`src/rtl/spi_slave_if.sv`:
```
// SPI responder for all four CPOL/CPHA modes; bus oversampled on clk, MISO moves SYNC_STAGES+1 clk after a shift edge.
// TX side is a one-entry holding register (tx_ready = empty); RX has no backpressure, every rx_valid pulse must be taken.
module spi_slave_if #(
  parameter int         SYNC_STAGES = 2,
  parameter logic [7:0] DUMMY_BYTE  = 8'hFF,
  parameter int         CNT_W       = 10
) (
  input  logic             clk,
  input  logic             rst_n,
  input  logic [1:0]       mode,
  input  logic             SCK,
  input  logic             CS,
  input  logic             MOSI,
  output logic             MISO,
  output logic             miso_oe,
  input  logic [7:0]       tx_data,
  input  logic             tx_valid,
  output logic             tx_ready,
  output logic [7:0]       rx_data,
  output logic             rx_valid,
  output logic             tx_underrun,
  output logic             busy,
  output logic [CNT_W-1:0] byte_count
);

  typedef enum logic {IDLE = 1'b0, ACTIVE = 1'b1} state_t;

  state_t state;
  state_t state_nxt;

  logic [SYNC_STAGES-1:0] sck_sync;
  logic [SYNC_STAGES-1:0] cs_sync;
  logic [SYNC_STAGES-1:0] mosi_sync;
  logic                   sck_q;
  logic                   cs_q;
  logic                   sck_s;
  logic                   cs_s;
  logic                   mosi_s;

  logic [1:0] mode_r;
  logic [2:0] bit_cnt;
  logic [7:0] rx_sr;
  logic [7:0] rx_nxt;
  logic [7:0] tx_sr;
  logic [7:0] hold;
  logic       full;

  logic cpol;
  logic cpha;
  logic sck_edge;
  logic lead_edge;
  logic trail_edge;
  logic cs_fall;
  logic cs_rise;
  logic start;
  logic sample_edge;
  logic shift_edge;
  logic load;
  logic underrun_now;
  logic [7:0] load_byte;

  // CS idles high, so its chain resets to ones to avoid a false select after reset.
  always_ff @(posedge clk or negedge rst_n) begin
    if (!rst_n) begin
      sck_sync  <= '0;
      cs_sync   <= '1;
      mosi_sync <= '0;
      sck_q     <= 1'b0;
      cs_q      <= 1'b1;
    end else begin
      sck_sync  <= {sck_sync[SYNC_STAGES-2:0], SCK};
      cs_sync   <= {cs_sync[SYNC_STAGES-2:0], CS};
      mosi_sync <= {mosi_sync[SYNC_STAGES-2:0], MOSI};
      sck_q     <= sck_s;
      cs_q      <= cs_s;
    end
  end

  assign sck_s  = sck_sync[SYNC_STAGES-1];
  assign cs_s   = cs_sync[SYNC_STAGES-1];
  assign mosi_s = mosi_sync[SYNC_STAGES-1];

  assign cpol       = mode_r[1];
  assign cpha       = mode_r[0];
  assign sck_edge   = sck_s ^ sck_q;
  assign lead_edge  = sck_edge && (sck_s != cpol);
  assign trail_edge = sck_edge && (sck_s == cpol);
  assign cs_fall    = cs_q && !cs_s;
  assign cs_rise    = !cs_q && cs_s;
  assign start      = (state == IDLE) && cs_fall;

  assign sample_edge = (state == ACTIVE) && !cs_rise && (cpha ? trail_edge : lead_edge);
  assign shift_edge  = (state == ACTIVE) && !cs_rise && (cpha ? lead_edge : trail_edge);

  // bit_cnt==0 on a shift edge marks a byte boundary in both phases: for CPHA=1 it is the
  // first leading edge of a byte, for CPHA=0 the first trailing edge after the 8th sample.
  assign load         = (start && !mode[0]) || (shift_edge && (bit_cnt == 3'd0));
  assign underrun_now = load && !full && !tx_valid;
  assign load_byte    = full ? hold : (tx_valid ? tx_data : DUMMY_BYTE);
  assign rx_nxt       = {rx_sr[6:0], mosi_s};
  assign tx_ready     = !full;

  always_ff @(posedge clk or negedge rst_n) begin
    if (!rst_n) begin
      state <= IDLE;
    end else begin
      state <= state_nxt;
    end
  end

  always_comb begin
    state_nxt = state;
    case (state)
      IDLE:    if (cs_fall) state_nxt = ACTIVE;
      ACTIVE:  if (cs_rise) state_nxt = IDLE;
      default: state_nxt = IDLE;
    endcase
  end

  always_comb begin
    busy    = 1'b0;
    miso_oe = 1'b0;
    MISO    = 1'b1;
    if (state == ACTIVE) begin
      busy    = 1'b1;
      miso_oe = 1'b1;
      MISO    = tx_sr[7];
    end
  end

  // A load always empties the holding register; a same-cycle tx_valid bypasses straight into tx_sr.
  always_ff @(posedge clk or negedge rst_n) begin
    if (!rst_n) begin
      hold        <= 8'h00;
      full        <= 1'b0;
      tx_underrun <= 1'b0;
    end else begin
      tx_underrun <= underrun_now;
      if (load) begin
        full <= 1'b0;
      end else if (tx_valid && !full) begin
        hold <= tx_data;
        full <= 1'b1;
      end
    end
  end

  always_ff @(posedge clk or negedge rst_n) begin
    if (!rst_n) begin
      mode_r     <= 2'b00;
      bit_cnt    <= 3'd0;
      rx_sr      <= 8'h00;
      rx_data    <= 8'h00;
      rx_valid   <= 1'b0;
      tx_sr      <= 8'hFF;
      byte_count <= '0;
    end else begin
      rx_valid <= 1'b0;
      if (start) begin
        mode_r     <= mode;
        bit_cnt    <= 3'd0;
        byte_count <= '0;
        tx_sr      <= mode[0] ? 8'hFF : load_byte;
      end else if ((state == ACTIVE) && cs_rise) begin
        bit_cnt <= 3'd0;
        tx_sr   <= 8'hFF;
      end else begin
        if (sample_edge) begin
          rx_sr <= rx_nxt;
          if (bit_cnt == 3'd7) begin
            rx_data  <= rx_nxt;
            rx_valid <= 1'b1;
            bit_cnt  <= 3'd0;
            if (byte_count != '1) byte_count <= byte_count + CNT_W'(1);
          end else begin
            bit_cnt <= bit_cnt + 3'd1;
          end
        end
        if (shift_edge) begin
          tx_sr <= (bit_cnt == 3'd0) ? load_byte : {tx_sr[6:0], 1'b1};
        end
      end
    end
  end

endmodule

```
`config.mk`:
```
export PLATFORM = sky130hd
export DESIGN_NAME = spi_slave_if
export DESIGN_NICKNAME = d
export VERILOG_FILES = /design/src/rtl/spi_slave_if.sv
export SDC_FILE = /design/constraint.sdc
export NUM_CORES = 1
export LEC_CHECK = 0
export ABC_CLOCK_PERIOD_IN_PS = 1600
export BUFFER_PORTS_ARGS = -buffer_cell sky130_fd_sc_hd__buf_2
export CAP_MARGIN = 20
export CORE_MARGIN = 2
export CORE_UTILIZATION = 51
export CTS_CLUSTER_SIZE = 8
export DETAILED_ROUTE_END_ITERATION = 6
export HOLD_SLACK_MARGIN = 0.1
export PLACE_DENSITY_LB_ADDON = 0.2
export SKIP_LAST_GASP = 1
export SLEW_MARGIN = 30
export SYNTH_ARGS = -nofsm -noshare
export SYNTH_HDL_FRONTEND = slang
export SYNTH_SLANG_ARGS = --single-unit
```
`constraint.sdc`:
```
create_clock -name clk -period 1.6 [get_ports clk]
set_input_delay 0 -clock clk [delete_from_list [all_inputs] [get_ports clk]]
set_output_delay 0 -clock clk [all_outputs]
set_load 0.1 [all_outputs]
```
Word level (Yosys, flattened, before mapping):

Cells that the tools add are included.

* $add $sub $neg: 2
* multipliers: 0
* div/mod/pow operators: 0
* order comparisons: 0
* eq/ne operators: 5
* shift operators: 0
* mux-type cells: 29
* bitwise gates (word level): 5
* reduce and logical (&&, ||, !) cells: 32

Operator list (count)
* 8-bit 2-to-1 mux: 7
* 10-bit 2-to-1 mux: 5
* 1-bit logical AND: 14
* 1-bit 2-to-1 mux: 12
* 3-bit 2-to-1 mux: 4
* 10-bit by 1-bit adder with 10-bit output, second input constant: 1
* 10-bit != test, second input constant: 1
* 4-bit AND reduction: 2
* 2-bit nonzero test: 4
* 1-bit logical NOT: 6
* 3-bit nonzero test: 2
* 1-bit NOT: 4
* 3-bit by 1-bit adder with 3-bit output, second input constant: 1
* 3-bit equality test, second input constant: 1
* 3-bit logical NOT: 1
* 3-bit AND reduction: 1
* 2-bit != test, second input constant: 1
* 1-bit one-hot mux with 2 select lines: 1
* 2-bit AND reduction: 1
* 1-bit equality test: 1
* 1-bit logical OR: 1
* 1-bit != test: 1
* 1-bit bitwise XOR: 1

* flip-flop bits (word level): 58
* bits in latches: 0
* RAM bits: 0
* memory bits (read-only): 0
* output and inout port bits: 24
* memories kept: 0

Depth between registers and ports, before layout:

Gate-level depths: netlist (run 1).

* depth in word-level cells: 9
* mapped depth: 6

Worst setup path after synthesis (run 1):

No wires, ideal clock.

* path kind: flip-flop to flip-flop
* start: register state
* end: register byte_count[4]
* library setup time: 0.082 ns
* arrival: 2.153 ns
* data required time: 1.518 ns
* slack: -0.634 ns
* stages on the path, launching flop included: 4
* buffers on the path: 0
* cells stage by stage: dfrtp_1 -> nand2_1 -> or4_1 -> a21oi_1

* cells in the longest elaborated chain, start to end: 4

RTL lines
* from (decl): RTL line 28 `state_t state;`
* from (signal assigned): RTL line 107 `state <= state_nxt;`
* 1-bit NOT / 1-bit logical AND (equally long branches)
* 1-bit logical AND (on tied branches): RTL line 90, 92
* 2-bit != test (no line) / 2-bit nonzero test (equally long branches)
* 4-bit AND reduction (no line)
* to (signal assigned): RTL line 174 `if (byte_count != '1) byte_count <= byte_count + CNT_W'(1);`
* to (decl): RTL line 23 `output logic [CNT_W-1:0] byte_count`

Parallel ways exist; a longest one is shown, timed or not.
A chain may end at the register's enable or synchronous reset.

Worst setup path in the final report (run 1):

* start: register mode_r[0]
* end: register byte_count[4]

* cells in the longest elaborated chain, start to end: 4

RTL lines
* from (decl): RTL line 40 `logic [1:0] mode_r;`
* from (signal assigned): RTL line 160 `mode_r <= mode;`
* 1-bit 2-to-1 mux: RTL line 92 `assign sample_edge = (state == ACTIVE) && !cs_rise && (cpha ? trail_edge : lead_edge);`
* 1-bit logical AND: RTL line 92
* 2-bit nonzero test (no line)
* 4-bit AND reduction (no line)

No other way between the ends.

==> impl_metrics.ini, run 1 <==
[run_status]
violations = setup timing
status = complete, but fails checks

[route]
drtPass1Iterations = 4
drtIter0Drc = 95
routed_wl_um = 6572
ant_nets = 0
top_layer = met4
vias = 2209
via_per_inst = 5.509
met2_length_um = 3429
m1WireLength_um = 2834
met3RoutedLength_um = 182
routedWlPerCell_um = 16.39
route.detailed.drc = 0

[die]
start_util = 0.5295
io_pins = 40
die_y_um = 77.05
core_area_um2 = 5140
die_area_um2 = 5936
rows = 26
die-width_um = 77.05

[logic_synthesis]
synth.distinct_cells = 50
yosysWarnings = 0
avgSynthCellArea_um2 = 12.20
ys_seq_area_frac = 0.5384
synth-seq-cells = 58
synth_fp_nets = 243
netlist_area_um2 = 2721
synth_edf_count = 0
async_reset_ff_frac = 1.000
synthCells = 223
synth-main-ff-cell = dfrtp_1

[final_layout]
final_util = 0.8128
syn2layout_area_growth_pct = 53.52
final_common_cell = buf_2
fin_cells = 401
insertedDiodeCount = 0
most-common-layout-cells = 39 x buf_2, 36 x dfrtp_1, 31 x buf_4, 19 x nand2_1
drive_gt1_frac = 0.5891
finalNetCount = 347
stdcell_area_um2 = 4178

[power_and_ir_drop]
leakage_nw = 1.879
power_density_nw_per_um2 = 1276
ir_drop_uv = 1117

[worst_setup_path]
worst_setup_path_end_kind = register
path_depth = 4
crit_buf_inv = 0
crit_chain = xnor2_2 > mux2_4 > or4_1 > a21oi_1
cp_max_fo = 8
worst_ep_required_time_ps = 1850
crit_slowest_cell = or4_1
arrival_ps = 2040
worstSetupStartpointType = register
worstSetupPathType = reg -> reg
cpPeakStageDelay_ps = 510
critical_path.top_delay_family = simple AND/OR/NAND/NOR gates
rr_worst_depth = 4

[job]
cap_violations = 0

[placed_design]
dpl-instance-area_um2 = 3492
pre_cts_slack_ps = -154.5
post-dp-hpwl_um = 3971
post-place-cells = 362
port_buffers = 39
gp_congestion = 0.8297

[sta]
skew_ps = 7.879
clock.fmax_mhz = 556.8
fin_ws_ps = -195.8
min_period_ps = 1796
rsz0062_at_grt = true
slew_viol_final = 0
worst_pin_slew_ps = 492.2
fin_crit_sh = 1.122
hold_viol = 0
setup_violations = 37
fin_setup_tns_ps = -3517
slew-limit-headroom = 0.6741

[clocking]
clock_path_buffers = 2
cts_tree = yes
clock_latency_ps = 330
cts_root_buffer = clkbuf_8
cts_htree_levels = 3
path_clk_slew_ps = 60
cts_sinks = 58
numCtsBuffers = 9

[global_routing]
grt_pass1_wl_um = 10820
grt_max_degree = 59
grt_overflow = 0
antenna_found_initial = 0
first_global_vias = 2300
track_usage = 0.2308

[hold_path]
min_path_type = in -> async
==> Yosys cell counts, types with 2 or more instances <==
library cell	count	share of area
a211oi_1	2	0.0055
a21oi_1	2	0.0037
a31oi_1	3	0.0069
and2_1	3	0.0069
buf_1	2	0.0028
buf_4	2	0.0055
dfrtp_1	47	0.43
dfstp_2	11	0.11
ha_1	4	0.018
inv_1	10	0.014
mux2_2	25	0.10
mux2i_1	12	0.044
nand2_1	22	0.030
nand2b_1	9	0.021
nand3_1	5	0.0092
nand4_1	5	0.011
nor2_1	3	0.0041
nor3_1	3	0.0055
nor3b_1	2	0.0055
nor4_1	3	0.0069
o21bai_1	2	0.0055
o22a_1	6	0.019
o311ai_0	2	0.0064
o31ai_1	5	0.014
o32a_1	2	0.0074
o32ai_1	5	0.016
or3_1	2	0.0046
or4_1	2	0.0055
==> worst reg2reg max path, cell delays in order (launching register included) <==
cell and delay (ps):
dfrtp_1 410, xnor2_2 250, mux2_4 410, or4_1 510, a21oi_1 140
==> cell families (layout without fill, tap and decap cells) <==
family | after synthesis | count (layout) | share of synthesized area
flops | 58 | 58 | 0.5384
mux | 39 | 39 | 0.1582
simple gates | 68 | 69 | 0.1421
buf+inv | 18 | 125 | 0.03080
fa+ha+maj | 4 | 4 | 0.01839
compound gates | 35 | 35 | 0.1062
xor+xnor | 1 | 1 | 0.005979
==> layer usage <==
metal / up-vias / GRT usage
met5: - / 0
met3: 14 / 0.04588
met4: 0 / 0.09464
met2: 44 / 0.3921
li1: 1039 / -
met1: 1112 / 0.2896
==> path summary, 6_finish.rpt <==
path                                 end       start  slack, ps
setup / recovery           byte_count[4]   mode_r[0]       -200
hold / removal                bit_cnt[1]       rst_n        200
setup reg to reg           byte_count[4]   mode_r[0]       -200
hold reg to reg               cs_sync[1]  cs_sync[0]        360
max in group asynchronous           cs_q       rst_n       1110
min in group clk            mosi_sync[0]        MOSI        320
==> final cells by class <==
type,instances,area [um^2]
Tap cell,70,87.58
Timing Repair Buffer,99,769.5
Multi-Input combinational cell,148,1615
Fill cell,307,962.2
Inverter,11,42.54
Clock buffer,15,156.4
Sequential cell,58,1506
==> sequential cells by signal, indices dropped and copies added (netlist names), 2 cells and up <==
register,cells
sck_sync,2
bit_cnt,3
rx_data,8
rx_sr,7
cs_sync,2
byte_count,10
hold,8
tx_sr,8
mode_r,2
mosi_sync,2
==> power breakdown <==
| part | switching, mW | internal (mW) |
|---|---|---|
| Clock | 0.515 | 0.599 |
| Combinational | 0.996 | 1.11 |
| Sequential | 0.229 | 1.88 |
==> per-stage QoR <==
step | power [mW] | hold WS, ps
after floorplan | 3.243 | -295.6
after global placement | 3.676 | 24.19
after detailed placement | 3.724 | 23.65
after CTS | 5.216 | 215.5
after global routing | 5.612 | 256.2
final | 5.330 | 195.4
==> what timing repair did <==
item	4_1_cts	5_1_grt
hold buffers	15	0
pin swaps	17	7
resized for setup	35	20
cloned	1	0
buffers inserted	6	2
endpoints found under the hold margin	74	0
setup endpoints to repair	43	45
(Power assumes the default switching activity.)
==> run 2, diff against run 1 <==
REMOVE_ABC_BUFFERS = 1   (was not set)
==> run 2 against run 1 <==
Against the previous run: the run still ends with setup timing left; first-iteration DRC count is 8.4% lower; largest cell class is now registers; critical path depth is 2 higher; highest routed layer unchanged; via count is 3.3% lower; clock-buffer cell count is 2 lower; critical path type unchanged; cell count stayed put; setup slack better by 54 ps; total power is 2.6% higher.
==> impl_metrics.ini, run 2 (synthesis gave the netlist of run 1 again) <==
[final_layout]
drive_gt1_frac = 0.5166
syn2layout_area_growth_pct = 45.52
finalNetCount = 346
stdcell_area_um2 = 3960
multi_input_area_um2 = 1434
final_common_cell = dfrtp_1
top_register = byte_count
nFillCells = 335
largest_reg_flops = 10
regArea_um2 = 1468
insertedDiodeCount = 0
most-common-layout-cells = 45 x dfrtp_1, 39 x buf_2, 35 x buf_4, 21 x nand2_1, 18 x mux2_2
final_util = 0.7704

[route]
routed_wl_um = 6124
routedWlPerCell_um = 15.27
ant_nets = 0
route.detailed.drc = 0
vias = 2135
via_per_inst = 5.324
drtIter0Drc = 87
drtPass1Iterations = 5

[clocking]
clock_latency_ps = 340
cts_root_buffer = clkbuf_8
path_clk_slew_ps = 70
numCtsBuffers = 9
clock_path_buffers = 2
cts_tree = yes
cts_sinks = 58
cts_htree_levels = 3

[global_routing]
grt_use_met3 = 0.04118
antenna_found_initial = 0
track_usage = 0.2083
met2_usage = 0.3316
grt_use_met1 = 0.2738
first_global_vias = 2104
grt_overflow = 0
busiest_layer = met2
grt_max_degree = 39
grt_pass1_wl_um = 9660

[sta]
fin_crit_sh = 1.089
fin_ws_ps = -142.0
skew_ps = 10.40
fin_setup_tns_ps = -4482
min_period_ps = 1742
worst_pin_slew_ps = 546.8
rsz0062_at_grt = true
hold_viol = 0
slew-limit-headroom = 0.6355
clock.fmax_mhz = 574.1
slew_viol_final = 0
setup_violations = 42

[worst_setup_path]
worst_ep_required_time_ps = 1860
worstSetupStartpointType = register
cp_max_fo = 5
arrival_ps = 2000
worst_setup_path_end_kind = register
worstSetupPathType = reg -> reg

[die]
rows = 26
io_pins = 40
die-width_um = 77.05
start_util = 0.5295
die_y_um = 77.05
die_area_um2 = 5936
core_area_um2 = 5140

[power_and_ir_drop]
ir_drop_uv = 1181
power_density_nw_per_um2 = 1380
leakage_nw = 1.872
p_total_mw = 5.467

[run_status]
violations = setup timing
status = complete, but fails checks

[placed_design]
port_buffers = 39
gp_congestion = 0.7896
post-dp-hpwl_um = 3808
dpl-instance-area_um2 = 3274
pre_cts_slack_ps = -217.4

[hold_path]
min_path_type = in -> async

[job]
cap_violations = 0
[run 2: routing by layer]
layer / vias to the layer above / share of wire
met5: - / 0
met4: 0 / 0.012
met3: 7 / 0.040
met2: 38 / 0.49
met1: 1048 / 0.46
li1: 1042 / -
[run 2: final cells by class]
type,count,share of cell area
Sequential cell,58,0.3706
Multi-Input combinational cell,149,0.3621
Timing Repair Buffer,97,0.1807
Clock buffer,13,0.03760
Tap cell,70,0.02212
Clock inverter,3,0.01643
Inverter,11,0.01043
[run 2: timing repair]
action                                 in CTS  in global routing
gates cloned                                1                  1
pin swaps                                   6                  6
endpoints found under the hold margin      64                  0
buffers inserted                            2                  2
setup endpoints to repair                  44                 44
hold buffers                               15                  0
resized for setup                          19                 38
[run 2: worst max-delay path: stages (launching register included)]
cell and delay, ps:
dfrtp_1 390, inv_1 90, ha_2 200, nand2b_1 90, a22o_1 280, o32a_1 360
mux2_2 260
[run 2: worst paths after layout]
path                              start             to  slack, ps  depth (start not counted)
min                               rst_n  byte_count[3]        170                          2
max                          bit_cnt[0]       tx_sr[6]       -140                          6
min in group clk                   MOSI   mosi_sync[0]        320                          2
max reg2reg                  bit_cnt[0]       tx_sr[6]       -140                          6
min reg2reg                mosi_sync[0]   mosi_sync[1]        350                          0
max in group asynchronous         rst_n       tx_sr[3]        760                          3
[run 2: power by group]
part | leakage [nW] | internal [mW] | switching, mW
Sequential | 0.721 | 1.88 | 0.212
Clock | 0.108 | 0.919 | 0.554
Combinational | 1.04 | 0.995 | 0.910
[run 2: per-stage QoR]
stage / hold slack (ps) / instances
after floorplan: -295.6 / 216
after global placement: 7.190 / 365
after detailed placement: 10.08 / 365
after CTS: 185.6 / 399
after global routing: 233.4 / 401
final: 173.6 / 401
